## src/rtl/sound_pkg.sv

```systemverilog
// -----------------------------------------------------------------------------
// sound_pkg
// Shared types and constants for the sound sequencer:
//   MODE_TYPES  - audible-state indication driven to the 'state' port
//   fsm_state_t - sequencer FSM states
//   melody_t    - jingle selector
//   note frequency (Hz) and duration (units) constants for both jingles
// -----------------------------------------------------------------------------
package sound_pkg;

    typedef enum logic {
        OFF = 1'b0,
        ON  = 1'b1
    } MODE_TYPES;

    typedef enum logic [1:0] {
        IDLE = 2'd0,
        NOTE = 2'd1,
        GAP  = 2'd2
    } fsm_state_t;

    typedef enum logic {
        EAT   = 1'b0,
        CRASH = 1'b1
    } melody_t;

    // Note frequencies in Hz
    localparam logic [8:0] FREQ_C3 = 9'd131;
    localparam logic [8:0] FREQ_C4 = 9'd262;
    localparam logic [8:0] FREQ_E4 = 9'd330;
    localparam logic [8:0] FREQ_G4 = 9'd392;

    // Note durations in units
    localparam logic [3:0] DUR_EAT_0   = 4'd2;
    localparam logic [3:0] DUR_EAT_1   = 4'd3;
    localparam logic [3:0] DUR_CRASH   = 4'd4;
    localparam logic [3:0] DUR_CRASH_3 = 4'd8;

endpackage

```

## src/rtl/sound_rom.sv

```systemverilog
// -----------------------------------------------------------------------------
// sound_rom
// Combinational melody table.
//   melody : jingle selector (EAT / CRASH)
//   idx    : note index within the jingle
//   freq   : note frequency in Hz
//   dur    : note duration in units
//   last   : high when idx is the final note of the jingle
// -----------------------------------------------------------------------------
module sound_rom
    import sound_pkg::*;
(
    input  melody_t    melody,
    input  logic [1:0] idx,
    output logic [8:0] freq,
    output logic [3:0] dur,
    output logic       last
);

    // NOTE: every output gets a default before the case so that no path
    // leaves a value unassigned, which would otherwise infer a latch.
    always_comb begin
        freq = 9'd0;
        dur  = 4'd1;
        last = 1'b1;
        unique case ({melody, idx})
            {EAT,   2'd0}: begin freq = FREQ_C4; dur = DUR_EAT_0;   last = 1'b0; end
            {EAT,   2'd1}: begin freq = FREQ_G4; dur = DUR_EAT_1;   last = 1'b1; end
            {CRASH, 2'd0}: begin freq = FREQ_G4; dur = DUR_CRASH;   last = 1'b0; end
            {CRASH, 2'd1}: begin freq = FREQ_E4; dur = DUR_CRASH;   last = 1'b0; end
            {CRASH, 2'd2}: begin freq = FREQ_C4; dur = DUR_CRASH;   last = 1'b0; end
            {CRASH, 2'd3}: begin freq = FREQ_C3; dur = DUR_CRASH_3; last = 1'b1; end
            default:       begin freq = 9'd0;    dur = 4'd1;        last = 1'b1; end
        endcase
    end

endmodule

```

## src/rtl/sound_sequencer.sv

```systemverilog
// -----------------------------------------------------------------------------
// sound_sequencer
// Plays the EAT or CRASH jingle as a sequence of notes separated by one-unit
// gaps, driving a frequency word to the oscillator stage.
//   clk, rst           : clock, asynchronous active-high reset
//   eat_evt, crash_evt : one-cycle jingle requests (CRASH has priority)
//   mute               : suppresses playSound only; sequencing is unaffected
//   freq               : current note frequency in Hz (held through gaps)
//   playSound          : note sounding and not muted
//   state              : ON while a note is sounding, OFF otherwise
//   busy               : jingle in progress
//   done               : one-cycle pulse on normal jingle completion
// -----------------------------------------------------------------------------
module sound_sequencer
    import sound_pkg::*;
#(
    parameter int unsigned TICKS_PER_UNIT = 100000
) (
    input  logic       clk,
    input  logic       rst,
    input  logic       eat_evt,
    input  logic       crash_evt,
    input  logic       mute,
    output logic [8:0] freq,
    output logic       playSound,
    output MODE_TYPES  state,
    output logic       busy,
    output logic       done
);

    localparam logic [23:0] GAP_LAST  = 24'(TICKS_PER_UNIT - 1);
    localparam logic [23:0] TICKS_24  = 24'(TICKS_PER_UNIT);

    fsm_state_t  fsm_q,    fsm_d;
    melody_t     melody_q, melody_d;
    logic [1:0]  idx_q,    idx_d;
    logic [23:0] cnt_q,    cnt_d;
    logic [8:0]  freq_q,   freq_d;
    logic        done_q,   done_d;

    melody_t     rom_melody;
    logic [1:0]  rom_idx;
    logic [8:0]  rom_freq;
    logic [3:0]  rom_dur;
    logic        rom_last;
    logic [23:0] note_last;
    logic        start_crash;
    logic        start_eat;

    sound_rom u_rom (
        .melody (rom_melody),
        .idx    (rom_idx),
        .freq   (rom_freq),
        .dur    (rom_dur),
        .last   (rom_last)
    );

    always_comb begin
        // CRASH pre-empts anything except itself; EAT only starts from idle
        // or restarts itself.
        start_crash = crash_evt && !((fsm_q != IDLE) && (melody_q == CRASH));
        start_eat   = !start_crash && eat_evt &&
                      ((fsm_q == IDLE) || (melody_q == EAT));

        // One ROM port: the starting note, the upcoming note while in a gap,
        // or the current note otherwise (to read its 'last' flag).
        if (start_crash) begin
            rom_melody = CRASH;
            rom_idx    = 2'd0;
        end else if (start_eat) begin
            rom_melody = EAT;
            rom_idx    = 2'd0;
        end else if (fsm_q == GAP) begin
            rom_melody = melody_q;
            rom_idx    = idx_q + 2'd1;
        end else begin
            rom_melody = melody_q;
            rom_idx    = idx_q;
        end

        note_last = 24'(rom_dur) * TICKS_24 - 24'd1;

        fsm_d    = fsm_q;
        melody_d = melody_q;
        idx_d    = idx_q;
        cnt_d    = cnt_q;
        freq_d   = freq_q;
        done_d   = 1'b0;

        if (start_crash || start_eat) begin
            fsm_d    = NOTE;
            melody_d = rom_melody;
            idx_d    = 2'd0;
            cnt_d    = note_last;
            freq_d   = rom_freq;
        end else begin
            unique case (fsm_q)
                IDLE: ;
                NOTE: begin
                    if (cnt_q != 24'd0) begin
                        cnt_d = cnt_q - 24'd1;
                    end else if (rom_last) begin
                        fsm_d  = IDLE;
                        idx_d  = 2'd0;
                        done_d = 1'b1;
                    end else begin
                        fsm_d = GAP;
                        cnt_d = GAP_LAST;
                    end
                end
                GAP: begin
                    if (cnt_q != 24'd0) begin
                        cnt_d = cnt_q - 24'd1;
                    end else begin
                        fsm_d  = NOTE;
                        idx_d  = rom_idx;
                        cnt_d  = note_last;
                        freq_d = rom_freq;
                    end
                end
                default: fsm_d = IDLE;
            endcase
        end
    end

    // NOTE: state registers use non-blocking assignments so every flop
    // samples the pre-edge values computed by the combinational block.
    always_ff @(posedge clk or posedge rst) begin
        if (rst) begin
            fsm_q    <= IDLE;
            melody_q <= EAT;
            idx_q    <= 2'd0;
            cnt_q    <= 24'd0;
            freq_q   <= 9'd0;
            done_q   <= 1'b0;
        end else begin
            fsm_q    <= fsm_d;
            melody_q <= melody_d;
            idx_q    <= idx_d;
            cnt_q    <= cnt_d;
            freq_q   <= freq_d;
            done_q   <= done_d;
        end
    end

    assign freq      = freq_q;
    assign done      = done_q;
    assign busy      = (fsm_q != IDLE);
    assign state     = (fsm_q == NOTE) ? ON : OFF;
    assign playSound = (fsm_q == NOTE) && !mute;

endmodule

```

## config.mk

```make
export PLATFORM = sky130hd
export DESIGN_NAME = sound_sequencer
export DESIGN_NICKNAME = d
export VERILOG_FILES = /design/src/rtl/sound_pkg.sv /design/src/rtl/sound_rom.sv /design/src/rtl/sound_sequencer.sv
export SDC_FILE = /design/constraint.sdc
export NUM_CORES = 1
export LEC_CHECK = 0
export ABC_AREA = 1
export CORE_MARGIN = 4
export CORE_UTILIZATION = 25
export CTS_BUF_LIST = sky130_fd_sc_hd__clkbuf_2 sky130_fd_sc_hd__clkbuf_4 sky130_fd_sc_hd__clkbuf_8
export DETAILED_ROUTE_END_ITERATION = 10
export GPL_TIMING_DRIVEN = 0
export PLACE_DENSITY_LB_ADDON = 0.1
export SLEW_MARGIN = 40
export SYNTH_ARGS = -nofsm -noshare
export SYNTH_HDL_FRONTEND = slang
export SYNTH_SLANG_ARGS = --single-unit
```

## constraint.sdc

```tcl
create_clock -name clk -period 4.5 [get_ports clk]
set_clock_uncertainty 0.2 [all_clocks]
set_input_delay 1.35 -clock clk [delete_from_list [all_inputs] [get_ports clk]]
set_output_delay 1.35 -clock clk [all_outputs]
set_load 0.02 [all_outputs]
```

* Yosys cells after proc, flatten, opt, wreduce, memory -nomap -nowiden
Index checks and enable logic that the tools add are counted.
Storage, ports and cells: register bits after elaboration 39, bits of input ports 5, output and inout port bits 13
Operators by class: $add $sub $neg 3, reductions and logical operators 24, bitwise operators 1, equal/unequal tests 13, multiplexer cells 30, $mul 1
Operator list (number):
- 24-bit two-way mux | 4
- 24-bit case mux with 2 select lines | 1
- 9-bit case mux with 4 select lines | 1
- 9-bit two-way mux | 3
- 24-bit nonzero test | 1
- 24-bit by 1-bit subtractor with 24-bit output (second input constant) | 1
- 2-bit two-way mux | 11
- 21-bit by 1-bit subtractor with 22-bit output (second input constant) | 1
- 4-bit by 12-bit multiplier with 16-bit output (second input constant) | 1
- 4-bit case mux with 4 select lines | 1
- 3-bit equality test (second input constant) | 4
- 3-bit inequality test (second input constant) | 3
- 1-bit two-way mux | 7
- 2-bit case mux with 3 select lines | 1
- 1-bit logical AND | 5
- 4-bit inequality test (second input constant) | 1
- 2-bit case mux with 2 select lines | 1
- 2-bit AND reduction | 2
- 4-bit AND reduction | 1
- 2-bit nonzero test | 2
- 2-bit OR reduction | 2
- 4-bit OR reduction | 1
- 3-bit by 1-bit equality test with 1-bit output (second input constant) | 1
- 1-bit zero test | 3
- other kinds (12) | 13

* Longest topological paths before layout
Gate-level depths: netlist of run 1.
depth in word-level cells 17, gate-level depth with buffers 34, gate-level depth less buffers 34

* By module
From an unflattened synthesis of run 1, not the netlist that was laid out.
Second synthesis, totals: cells, all modules 570, area total of the unflattened synthesis 3865.0 sq um
Modules (own cells, without submodules):
- sound_sequencer | instances 1, area an instance 3738.6 sq um, cells an instance 543
- sound_rom | instances 1, area an instance 126.4 sq um, cells an instance 27

* Worst setup path after synthesis of run 1
Ideal clock, no wire load.
kind input port to flip-flop, start point in crash_evt, end point reg cnt_q[21], stages 22, setup time 0.077 ns, setup slack -0.378 ns, arrival 4.600 ns, required time 4.223 ns, path through o21ai_4 nand2_4 nor2_1 inv_1 nand2_1 ha_1 inv_1 o21ai_2 inv_1 fa_1 inv_1 ha_1 or2_2 nor2_2 nand3_4 nor2_4 nand4_2 nor2_2 nand4_1 nand2_1 inv_2 a21oi_1
On the way: longest elaborated chain between the ends 14
RTL lines:
- start: declaration | RTL line sound_sequencer.sv:22 | input logic crash_evt,
- 1-bit logical AND * | RTL line sound_sequencer.sv:61 | start_crash = crash_evt && !((fsm_q != IDLE) && (melody_q == CRASH));
- 1-bit zero test | RTL line sound_sequencer.sv:62 | start_eat = !start_crash && eat_evt &&
- 1-bit logical AND (2 in series) | RTL line sound_sequencer.sv:62
- 2-bit two-way mux or 1-bit two-way mux (tied branches) | RTL line sound_sequencer.sv:70 | end else if (start_eat) begin
- 2-bit two-way mux or 1-bit two-way mux (tied branches) | RTL line sound_sequencer.sv:67 | if (start_crash) begin
- 3-bit equality test | RTL line sound_rom.sv:26 | unique case ({melody, idx})
- 3-bit OR reduction (no source line)
- 4-bit case mux with 4 select lines | RTL line sound_rom.sv:26
- 4-bit by 12-bit multiplier with 16-bit output | RTL line sound_sequencer.sv:81 | note_last = 24'(rom_dur) * TICKS_24 - 24'd1;
- 21-bit by 1-bit subtractor with 22-bit output | RTL line sound_sequencer.sv:81
- 24-bit two-way mux | RTL line sound_sequencer.sv:112 | if (cnt_q != 24'd0) begin
- 24-bit case mux with 2 select lines | RTL line sound_sequencer.sv:97 | unique case (fsm_q)
- 24-bit two-way mux | RTL line sound_sequencer.sv:90 | if (start_crash || start_eat) begin
- end signal: assignment | RTL line sound_sequencer.sv:140 | cnt_q <= cnt_d;
- end: declaration | RTL line sound_sequencer.sv:37 | logic [23:0] cnt_q, cnt_d;
Mark *: on every way between the ends. The rest lies on a longest branch, timed or not. A chain may end at the register's enable or synchronous reset.

* Worst setup path after layout of run 1
start point in eat_evt, end point reg cnt_q[22]
On the way: longest elaborated chain between the ends 12
RTL lines:
- start: declaration | RTL line sound_sequencer.sv:21 | input logic eat_evt,
- 1-bit logical AND * (2 in series) | RTL line sound_sequencer.sv:62
- 2-bit two-way mux or 1-bit two-way mux (tied branches) | RTL line sound_sequencer.sv:70
- 2-bit two-way mux or 1-bit two-way mux (tied branches) | RTL line sound_sequencer.sv:67
- 3-bit equality test | RTL line sound_rom.sv:26
- 3-bit OR reduction (no source line)
- 4-bit case mux with 4 select lines | RTL line sound_rom.sv:26
- 4-bit by 12-bit multiplier with 16-bit output | RTL line sound_sequencer.sv:81
- 21-bit by 1-bit subtractor with 22-bit output | RTL line sound_sequencer.sv:81
- 24-bit two-way mux | RTL line sound_sequencer.sv:112
- 24-bit case mux with 2 select lines | RTL line sound_sequencer.sv:97
- 24-bit two-way mux | RTL line sound_sequencer.sv:90
Marked as above.

==> run metrics, run 1 <==
power share of the sequential group=~18%; gr ovfl total=0; multiplexer area fraction after synthesis=0%; GRT Total Usage=14.6%; internal power=~1.6 mW; CTS tree=yes; Comb pwr share=74.7%; Synth area leader=dfrtp_1; Worst Setup Start Kind=input port; total power=3.40 mW; YS warnings=0; vias in the first global route=3305; Syn Inst Count=~470; largest net degree at the start of global routing=38; first-pass GRT wire length=about 17000 um; CP arrival=between 4 and 5 ns; Final HPWL DP=around 7500 um; chip height=roughly 120 um; post-synthesis adder-cell area fraction=between 8 and 9%; Placement Cell Area=3760 um^2; CTS Hold Buffers Added=0; Critical Path RT=roughly 4.6 ns; critical path type=in2reg; clock share of power=between 7 and 8%; TNS Setup=0 ns; width of the die=~120 um; die area=15000 um^2; #FFs+latches synth=37; std cell rows=41; Sw Ratio=54.1%; RSZ-0062 raised after global routing=yes; maximum vdd drop=about 0.37 mV; Final ANT Viol Nets=0; via/cell ratio=4.55; synth top area cells=dfrtp_1 (28%), nand2_1 (12%), ha_1 (7.6%), inv_1 (6.5%), nor2_1 (6.4%); clk slew on worst S/H paths=0.08 ns; final hold vios=0; Synth Area per Inst=~7 um^2; number of I/O pins=18; fmax=around 230 MHz; Inserted Clock Buffers=5; Via Count=roughly 3200; IO buf count=15; Floorplan Core Area=about 13000 um^2; top cell type's share of synthesized area=28.2%; final setup fails=0; sequential element share of the synthesized area=28.2%; simple-gate share of the synthesized area=38.2%; Leakage Power=between 1.5 and 2 nW; crit path capture type=flop; Rel. slew slack=59.8%; WL per Instance=around 14 um; outcome=finished clean; post-synthesis xor/xnor area fraction=between 4 and 5%; Max-Cap Viols=0; count of cell types in the netlist=46; Root Buffer=clkbuf_8; Least-Margin Pin Slew=approximately 0.6 ns; critical path fanouts, max=3; Initial Utilization=roughly 26%; WL final=~9900 um; Synth Area in Compound Gates=11.4%; clk buf depth=2; 1st-pass router iterations=5; Synth-to-Final Area Change=29.3%; clk_lat worst skew=between 0.3 and 0.4 ns; Tmin final=4.33 ns; layout cells sized above 1=approximately 25%; Nets=approximately 550; Power Dens Cells=roughly 800 nW/um^2; main combinational cell family by area after synthesis=simple AND/OR/NAND/NOR gates; Slew Limit Fails=0; P_sw=about 1.8 mW; Antenna diodes=0; period utilisation layout=a little under 100%; GPL Wtd Cong=0.840; Starting DRT DRC Count=around 150; CTS sink count=37; mapped cell area=3280 um^2; Worst Hold Class=reg2reg; post-route cell area=~4200 um^2; htree depth=2; initial antenna violation count=0; Post-route DRC=0; Finished Core Util=between 30% and 40%
sequential cells by signal, indices dropped and copies added, names as in the netlist:
name / cells
done: 1
idx_q: 2
freq: 7
cnt_q: 24
fsm_q: 2
melody_q: 1
layer usage:
metal	up-vias	GRT usage, %	share of wire (%)
met5	-	0	0
met4	0	4.20	1.8
met3	12	2.67	3.2
met2	40	24.6	48
met1	1478	19.2	47
li1	1628	-	-
synthesized netlist by cell type, drive strengths merged:
cell type and n:
a21o 2, nand3b 1, o211ai 4, o21ai 26, fa 1, a22oi 3, and2 1, buf 7
o22ai 3, a31oi 2, nor3 13, xor2 15, a21oi 18, nor3b 1, nor2 65, xnor2 3
dfrtp 37, nand2 122, conb 1, or2 4, o31ai 2, nor4 4, nand3 38, o2111ai 1
a32oi 1, inv 64, ha 20, nand4 10, clkbuf 2
final cells by class:
type / instances / area, um^2
Buffer: 9 / 56.3
Sequential cell: 37 / 926
Clock buffer: 5 / 68.8
Fill cell: 1435 / 8480
Inverter: 64 / 245
Multi-Input combinational cell: 362 / 2330
Tap cell: 172 / 215
Timing Repair Buffer: 44 / 398
Clock inverter: 1 / 5.00
critical path, stage by stage:
cell and delay [ns]:
buf_8 0.10, o21ai_4 0.20, nand2_4 0.09, nor2_4 0.08
inv_2 0.07, nor2_4 0.09, inv_2 0.05, ha_4 0.17
nand2_4 0.08, nand2_4 0.07, fa_1 0.55, inv_2 0.06
ha_4 0.23, or2_4 0.24, nor2_4 0.12, nand3_4 0.10
nor2_4 0.13, nand4_4 0.11, nor2_4 0.13, nand4_1 0.10
nand2_1 0.09, inv_2 0.06, a21oi_1 0.13
worst paths after layout:
kind,startpoint,to,slack [ns],cells past startpoint
min,freq[2]$_DFFE_PP0P_,freq[2]$_DFFE_PP0P_,0.28,2
max reg2reg,fsm_q[0]$_DFFE_PP0P_,cnt_q[22]$_DFFE_PP0P_,0.47,26
min reg2reg,freq[2]$_DFFE_PP0P_,freq[2]$_DFFE_PP0P_,0.28,2
max in group asynchronous,rst,cnt_q[0]$_DFFE_PP0P_,2.69,3
max,eat_evt,cnt_q[22]$_DFFE_PP0P_,0.17,23
min in group asynchronous,rst,freq[8]$_DFFE_PP0P_,1.20,3
kinds of logic (layout without fill, tap and decap cells):
group                      count (synthesis)  in the layout
DFF                                       37             37
xor gates and xnor gates                  18             18
adders and majority gates                 21             21
other                                      1              2
buffers and inverters                     73            123
and+or+nand+nor                          259            259
AOI/OAI and AO/OA                         62             62
power by group through the flow:
stage / Combinational (mW) / Sequential [mW] / Clock, mW
2_1_floorplan: 1.58 / 0.626 / 0
3_3_place_gp: 2.17 / 0.624 / 0
3_5_place_dp: 2.18 / 0.626 / 0
4_1_cts: 2.46 / 0.621 / 0.256
5_1_grt: 2.86 / 0.645 / 0.273
6_report: 2.54 / 0.619 / 0.240
layout by cell type, fill, tap and decap left out, types with 4 or more instances in the layout:
| cell type | Yosys | layout |
|---|---|---|
| nor2_2 | 5 | 4 |
| nand2_2 | 12 | 12 |
| buf_4 | 3 | 30 |
| nand3_1 | 34 | 31 |
| xor2_1 | 15 | 15 |
| o211ai_1 | 4 | 4 |
| nand2_4 | 2 | 7 |
| nor3_1 | 12 | 10 |
| nand3_2 | 1 | 4 |
| clkdlybuf4s50_1 | 0 | 13 |
| dfrtp_1 | 37 | 37 |
| nor2_4 | 3 | 9 |
| clkbuf_8 | 0 | 5 |
| nor2_1 | 56 | 51 |
| a21oi_1 | 16 | 12 |
| o21ai_0 | 23 | 23 |
| ha_1 | 20 | 11 |
| ha_4 | 0 | 8 |
| inv_2 | 7 | 16 |
| nand2_1 | 108 | 103 |
| inv_1 | 57 | 46 |
| nand4_1 | 8 | 8 |
| a21oi_2 | 2 | 5 |
through the flow:
stage          hold slack [ns]  setup slack, ns  cells
3_5_place_dp             0.269            -1.16    660
4_1_cts                  0.287         0.000774    687
2_1_floorplan            0.276          -0.0332    472
6_report                 0.278            0.173    694
5_1_grt                  0.322          -0.0370    694
3_3_place_gp             0.268            -1.15    659
repair_timing:
item,CTS,global route
setup buffers,21,7
setup endpoints to repair,13,8
resized for setup,32,21
cloned,0,0
pin swaps,23,28
No activity file was read; power rests on OpenSTA's default activity.
==> inputs of run 2 (changes only) <==
--- a/config.mk
+++ b/config.mk
@@ -6,6 +6,7 @@
 export NUM_CORES = 1
 export LEC_CHECK = 0
 export ABC_AREA = 1
+export CORE_ASPECT_RATIO = 1.2
 export CORE_MARGIN = 4
 export CORE_UTILIZATION = 25
 export CTS_BUF_LIST = sky130_fd_sc_hd__clkbuf_2 sky130_fd_sc_hd__clkbuf_4 sky130_fd_sc_hd__clkbuf_8
==> constraint.sdc (replaced) <==
create_clock -name clk -period 5.4 [get_ports clk]
set_clock_uncertainty 0.2 [all_clocks]
set_input_delay 1.62 -clock clk [delete_from_list [all_inputs] [get_ports clk]]
set_output_delay 1.62 -clock clk [all_outputs]
set_load 0.02 [all_outputs]
==> run metrics, run 2 (synthesis results as in run 1) <==
critical path type=in2reg; outcome=finished clean; Final ANT Viol Nets=0; layout cells sized above 1=between 10% and 20%; gr ovfl total=0; clk_lat worst skew=0.30 ns; WL per Instance=14.8 um; largest net degree at the start of global routing=26; Sw Ratio=a little over half; Inserted Clock Buffers=5; number of flip-flops in the largest register=24; Floorplan Core Area=12800 um^2; htree depth=2; clock share of power=8.3%; die area=~15000 um^2; Finished Core Util=30.6%; Starting DRT DRC Count=around 120; Placement Cell Area=around 3700 um^2; RSZ-0062 raised after global routing=yes; IO buf count=15; placed cell count=roughly 650; CTS sink count=37; Via Count=approximately 3200; P_sw=~1.4 mW; power share of the sequential group=roughly a fifth; Worst Hold Class=reg2reg; Synth-to-Final Area Change=19.2%; number of I/O pins=18; post-route cell area=3910 um^2; Antenna diodes=0; Power Dens Cells=between 600 and 700 nW/um^2; pre-CTS setup slack=-0.931 ns; worst path bufs/invs=4; critical path fanouts, max=10; final hold vios=0; first-pass GRT wire length=~16000 um; GRT Total Usage=13.5%; Root Buffer=clkbuf_8; final setup fails=0; Worst Setup Start Kind=input port; Top cell by count, worst path=nand2_2; period utilisation layout=96.1%; commonest non-fill, non-tap cell in the layout=nand2_1; initial antenna violation count=0; Slew Limit Fails=0; total power=around 2.6 mW; Max-Cap Viols=0; slowest CP cell=ha_1; Max stage delay on crit path=0.35 ns; Post-route DRC=0; Comb pwr share=between 70% and 80%; highest-count cells in the layout ignoring fill and taps=nand2_1 (104), inv_1 (54), nor2_1 (52), dfrtp_1 (37), nand3_1 (33); Nets=between 500 and 600; Fin Hold WS=0.282 ns; TNS Setup=0 ns; Tmin final=5.19 ns; vias in the first global route=just over 3000; std cell rows=45; CTS tree=yes; clk slew on worst S/H paths=roughly 0.08 ns; Critical Path RT=5.43 ns; Leakage Power=1.82 nW; Initial Utilization=25.7%; crit path capture type=flop; 1st-pass router iterations=4; chip height=134 um; via/cell ratio=4.75; Rel. slew slack=about three fifths; CP arrival=5.22 ns; critical path's top delay family=simple AND/OR/NAND/NOR gates; Reg with most FFs=cnt_q; maximum vdd drop=between 0.2 and 0.3 mV; clk buf depth=2; WL final=9860 um; Final HPWL DP=~8000 um; CTS Hold Buffers Added=0; fmax=a little under 200 MHz; Least-Margin Pin Slew=about 0.62 ns; post-route setup slack=around 0.21 ns; Final Non-Filler Cells=about 670; width of the die=~110 um; GPL Wtd Cong=between 0.8 and 0.9; internal power=between 1 and 1.5 mW
## run 2: cell types whose count changed in the layout (fill, tap and decap cells not counted), sizes merged
cell	delta
buf	-22
clkbuf	+2
dlygate4sd2	+2
clkinv	-1
## run 2: final cells by class
class                      instances  area (um^2)
sequential                        37          926
inverter                          64          243
buffer                             9         56.3
timing repair buffer              24          228
multi-input combinational        362         2160
tap                              164          205
clock buffer                       7         90.1
fill                            1432         8870
## run 2: worst register-to-register path, delay by kind of cell, from the launching register on
family,cells,cell delay [ns]
flops,1,0.38
compound gates,1,0.14
buf+inv,6,0.39
simple gates,17,1.98
fa+ha+maj,5,1.23
## run 2: power groups by stage
| stage | Sequential (mW) | Clock, mW | Combinational [mW] |
|---|---|---|---|
| final | 0.515 | 0.218 | 1.88 |
| after global routing | 0.535 | 0.235 | 2.12 |
| after CTS | 0.516 | 0.226 | 1.85 |
| after detailed placement | 0.520 | 0 | 1.76 |
| after global placement | 0.519 | 0 | 1.75 |
| after floorplan | 0.520 | 0 | 1.26 |
## run 2: final timing paths
path,from,end,slack (ns),depth (start not counted)
setup reg to reg,fsm_q[0]$_DFFE_PP0P_,cnt_q[19]$_DFFE_PP0P_,1.01,29
hold reg to reg,freq[2]$_DFFE_PP0P_,freq[2]$_DFFE_PP0P_,0.28,2
min in group asynchronous,rst,cnt_q[3]$_DFFE_PP0P_,1.39,2
setup / recovery,crash_evt,cnt_q[19]$_DFFE_PP0P_,0.21,25
hold / removal,freq[2]$_DFFE_PP0P_,freq[2]$_DFFE_PP0P_,0.28,2
max in group asynchronous,rst,freq[3]$_DFFE_PP0P_,3.22,3
## run 2: what timing repair did
| action | in CTS | in global routing |
|---|---|---|
| buffers inserted | 5 | 3 |
| pin swaps | 7 | 10 |
| endpoints found under the setup margin | 12 | 5 |
| gates resized for setup | 17 | 10 |
## run 2: routing by layer
metal,GRT usage (%),routed length [um]
met5,0,0
met4,4.94,217
met3,1.73,268
met2,23.7,5130
met1,16.7,4250
==> inputs of run 3 (changes only) <==
--- a/config.mk
+++ b/config.mk
@@ -10,6 +10,7 @@
 export CORE_MARGIN = 4
 export CORE_UTILIZATION = 25
 export CTS_BUF_LIST = sky130_fd_sc_hd__clkbuf_2 sky130_fd_sc_hd__clkbuf_4 sky130_fd_sc_hd__clkbuf_8
+export CTS_CLUSTER_DIAMETER = 30
 export DETAILED_ROUTE_END_ITERATION = 10
 export GPL_TIMING_DRIVEN = 0
 export PLACE_DENSITY_LB_ADDON = 0.1
==> constraint.sdc (replaced) <==
create_clock -name clk -period 6.6 [get_ports clk]
set_clock_uncertainty 0.2 [all_clocks]
set_input_delay 1.98 -clock clk [delete_from_list [all_inputs] [get_ports clk]]
set_output_delay 1.98 -clock clk [all_outputs]
set_load 0.02 [all_outputs]
==> run metrics, run 3 (synthesis results as in run 1) <==
Critical Path RT=approximately 6.6 ns; Rel. slew slack=between 50 and 60%; first-pass GRT wire length=15800 um; postcts setup bufs=0; crit path capture type=flop; std cell rows=45; Antenna diodes=0; highest-count cells in the layout ignoring fill and taps=nand2_1 (108), inv_1 (56), nor2_1 (54), dfrtp_1 (37), nand3_1 (34); Final ANT Viol Nets=0; Worst Hold Class=reg2reg; Reg with most FFs=cnt_q; GRT Total Usage=between 10% and 20%; pre-CTS setup slack=-0.0905 ns; CTS sink count=37; critical path type=in2reg; post-route cell area=3770 um^2; final hold vios=0; worst hold start=freq[2]$_DFFE_PP0P_; final setup fails=0; CP arrival=between 6 and 7 ns; layout cells sized above 1=between 10% and 20%; Least-Margin Pin Slew=around 0.6 ns; clk_lat worst skew=roughly 0.30 ns; Starting DRT DRC Count=roughly 120; via/cell ratio=4.66; IO buf count=15; period utilisation layout=between 90% and 100%; fmax=~160 MHz; Leakage Power=1.77 nW; WL per Instance=approximately 15 um; htree depth=2; Via Count=between 3000 and 4000; commonest non-fill, non-tap cell in the layout=nand2_1; CP Launch Point=crash_evt; post-route setup slack=0.410 ns; 1st-pass router iterations=4; GPL Wtd Cong=just over 0.8; Root Buffer=clkbuf_8; Nets=approximately 520; gr ovfl total=0; CTS Hold Buffers Added=0; vias in the first global route=between 3000 and 4000; Final HPWL DP=between 7000 and 8000 um; clk buf depth=2; initial antenna violation count=0; Power Dens Cells=537 nW/um^2; maximum vdd drop=between 0.2 and 0.25 mV; start of the worst register-to-register path=fsm_q[0]$_DFFE_PP0P_; Synth-to-Final Area Change=14.9%; outcome=finished clean; width of the die=around 110 um; Worst Setup Start Kind=input port; Inserted Clock Buffers=5; die area=between 15000 and 20000 um^2; largest net degree at the start of global routing=26; Max-Cap Viols=0; CTS tree=yes; Slew Limit Fails=0; WL final=about 9600 um; RSZ-0062 raised after global routing=no; Post-route DRC=0; chip height=roughly 130 um; Floorplan Core Area=around 13000 um^2; Tmin final=6.19 ns; number of I/O pins=18; Placement Cell Area=~3700 um^2; number of flip-flops in the largest register=24; clk slew on worst S/H paths=0.08 ns; critical path fanouts, max=8; Initial Utilization=between 20% and 30%
-- run 3: cell count changes in the layout (fill, tap and decap cells not counted), sizes merged --
cell	change
dlygate4sd2	-2
buf	-8
clkdlybuf4s50	+2
-- run 3: stage by stage --
stage / std cells / hold WS [ns] / TNS, ns / total power, mW / utilization, %
floorplan: 472 / 0.276 / 0 / 1.46 / -
global placement: 651 / 0.262 / -0.119 / 1.86 / 28.5
detailed placement: 652 / 0.270 / -0.303 / 1.87 / 28.7
CTS: 659 / 0.290 / 0 / 2.05 / 29.4
global route: 659 / 0.322 / 0 / 2.25 / 29.5
finish: 659 / 0.282 / 0 / 2.03 / 29.5
-- run 3: repair_timing --
item,in CTS,in global routing
gates resized for setup,0,4
setup endpoints to repair,0,5
endpoints found under the hold margin,0,0
-- run 3: metal layers --
layer,vias to the layer above,routed length (um),track usage (%)
met3,9,103,1.68
met2,28,5020,23.6
li1,1581,-,-
met5,-,0,0
met4,0,180,4.14
met1,1453,4330,16.5
-- run 3: worst max-delay path, cell delays in order --
cell and delay (ns):
clkdlybuf4s50_1 0.49, o21ai_4 0.26, nand2_4 0.11, nor2_1 0.11
inv_1 0.09, nand2_1 0.16, ha_1 0.23, inv_1 0.08
o21ai_4 0.27, inv_1 0.12, fa_1 0.51, inv_1 0.05
ha_1 0.31, or2_2 0.33, nor2_2 0.18, nand3_4 0.10
nor2_4 0.11, nand4_2 0.15, nor2_2 0.16, nand4_2 0.14
nand2_1 0.10, nand2_1 0.05, a21oi_1 0.12
-- run 3: worst paths after layout --
kind	end	slack (ns)	cells after the start
setup / recovery	cnt_q[23]$_DFFE_PP0P_	0.41	23
hold / removal	freq[2]$_DFFE_PP0P_	0.28	2
setup reg to reg	cnt_q[23]$_DFFE_PP0P_	1.82	26
hold reg to reg	freq[2]$_DFFE_PP0P_	0.28	2
max in group asynchronous	freq[3]$_DFFE_PP0P_	4.05	3
min in group asynchronous	cnt_q[3]$_DFFE_PP0P_	1.75	2
-- run 3: layout make-up --
class / count / area, um^2
buffer: 9 / 56.3
timing repair buffer: 16 / 170
sequential: 37 / 926
clock buffer: 7 / 90.1
fill: 1440 / 9010
inverter: 64 / 243
multi-input combinational: 362 / 2080
tap: 164 / 205
-- run 3: where the power goes --
part | leakage (nW) | switching, mW | total (mW) | internal, mW
clock network | 0.0477 | 0.0886 | 0.176 | 0.0873
registers | 0.443 | 0.0904 | 0.421 | 0.331
logic | 1.28 | 0.947 | 1.43 | 0.482
total | 1.77 | 1.13 | 2.03 | 0.899
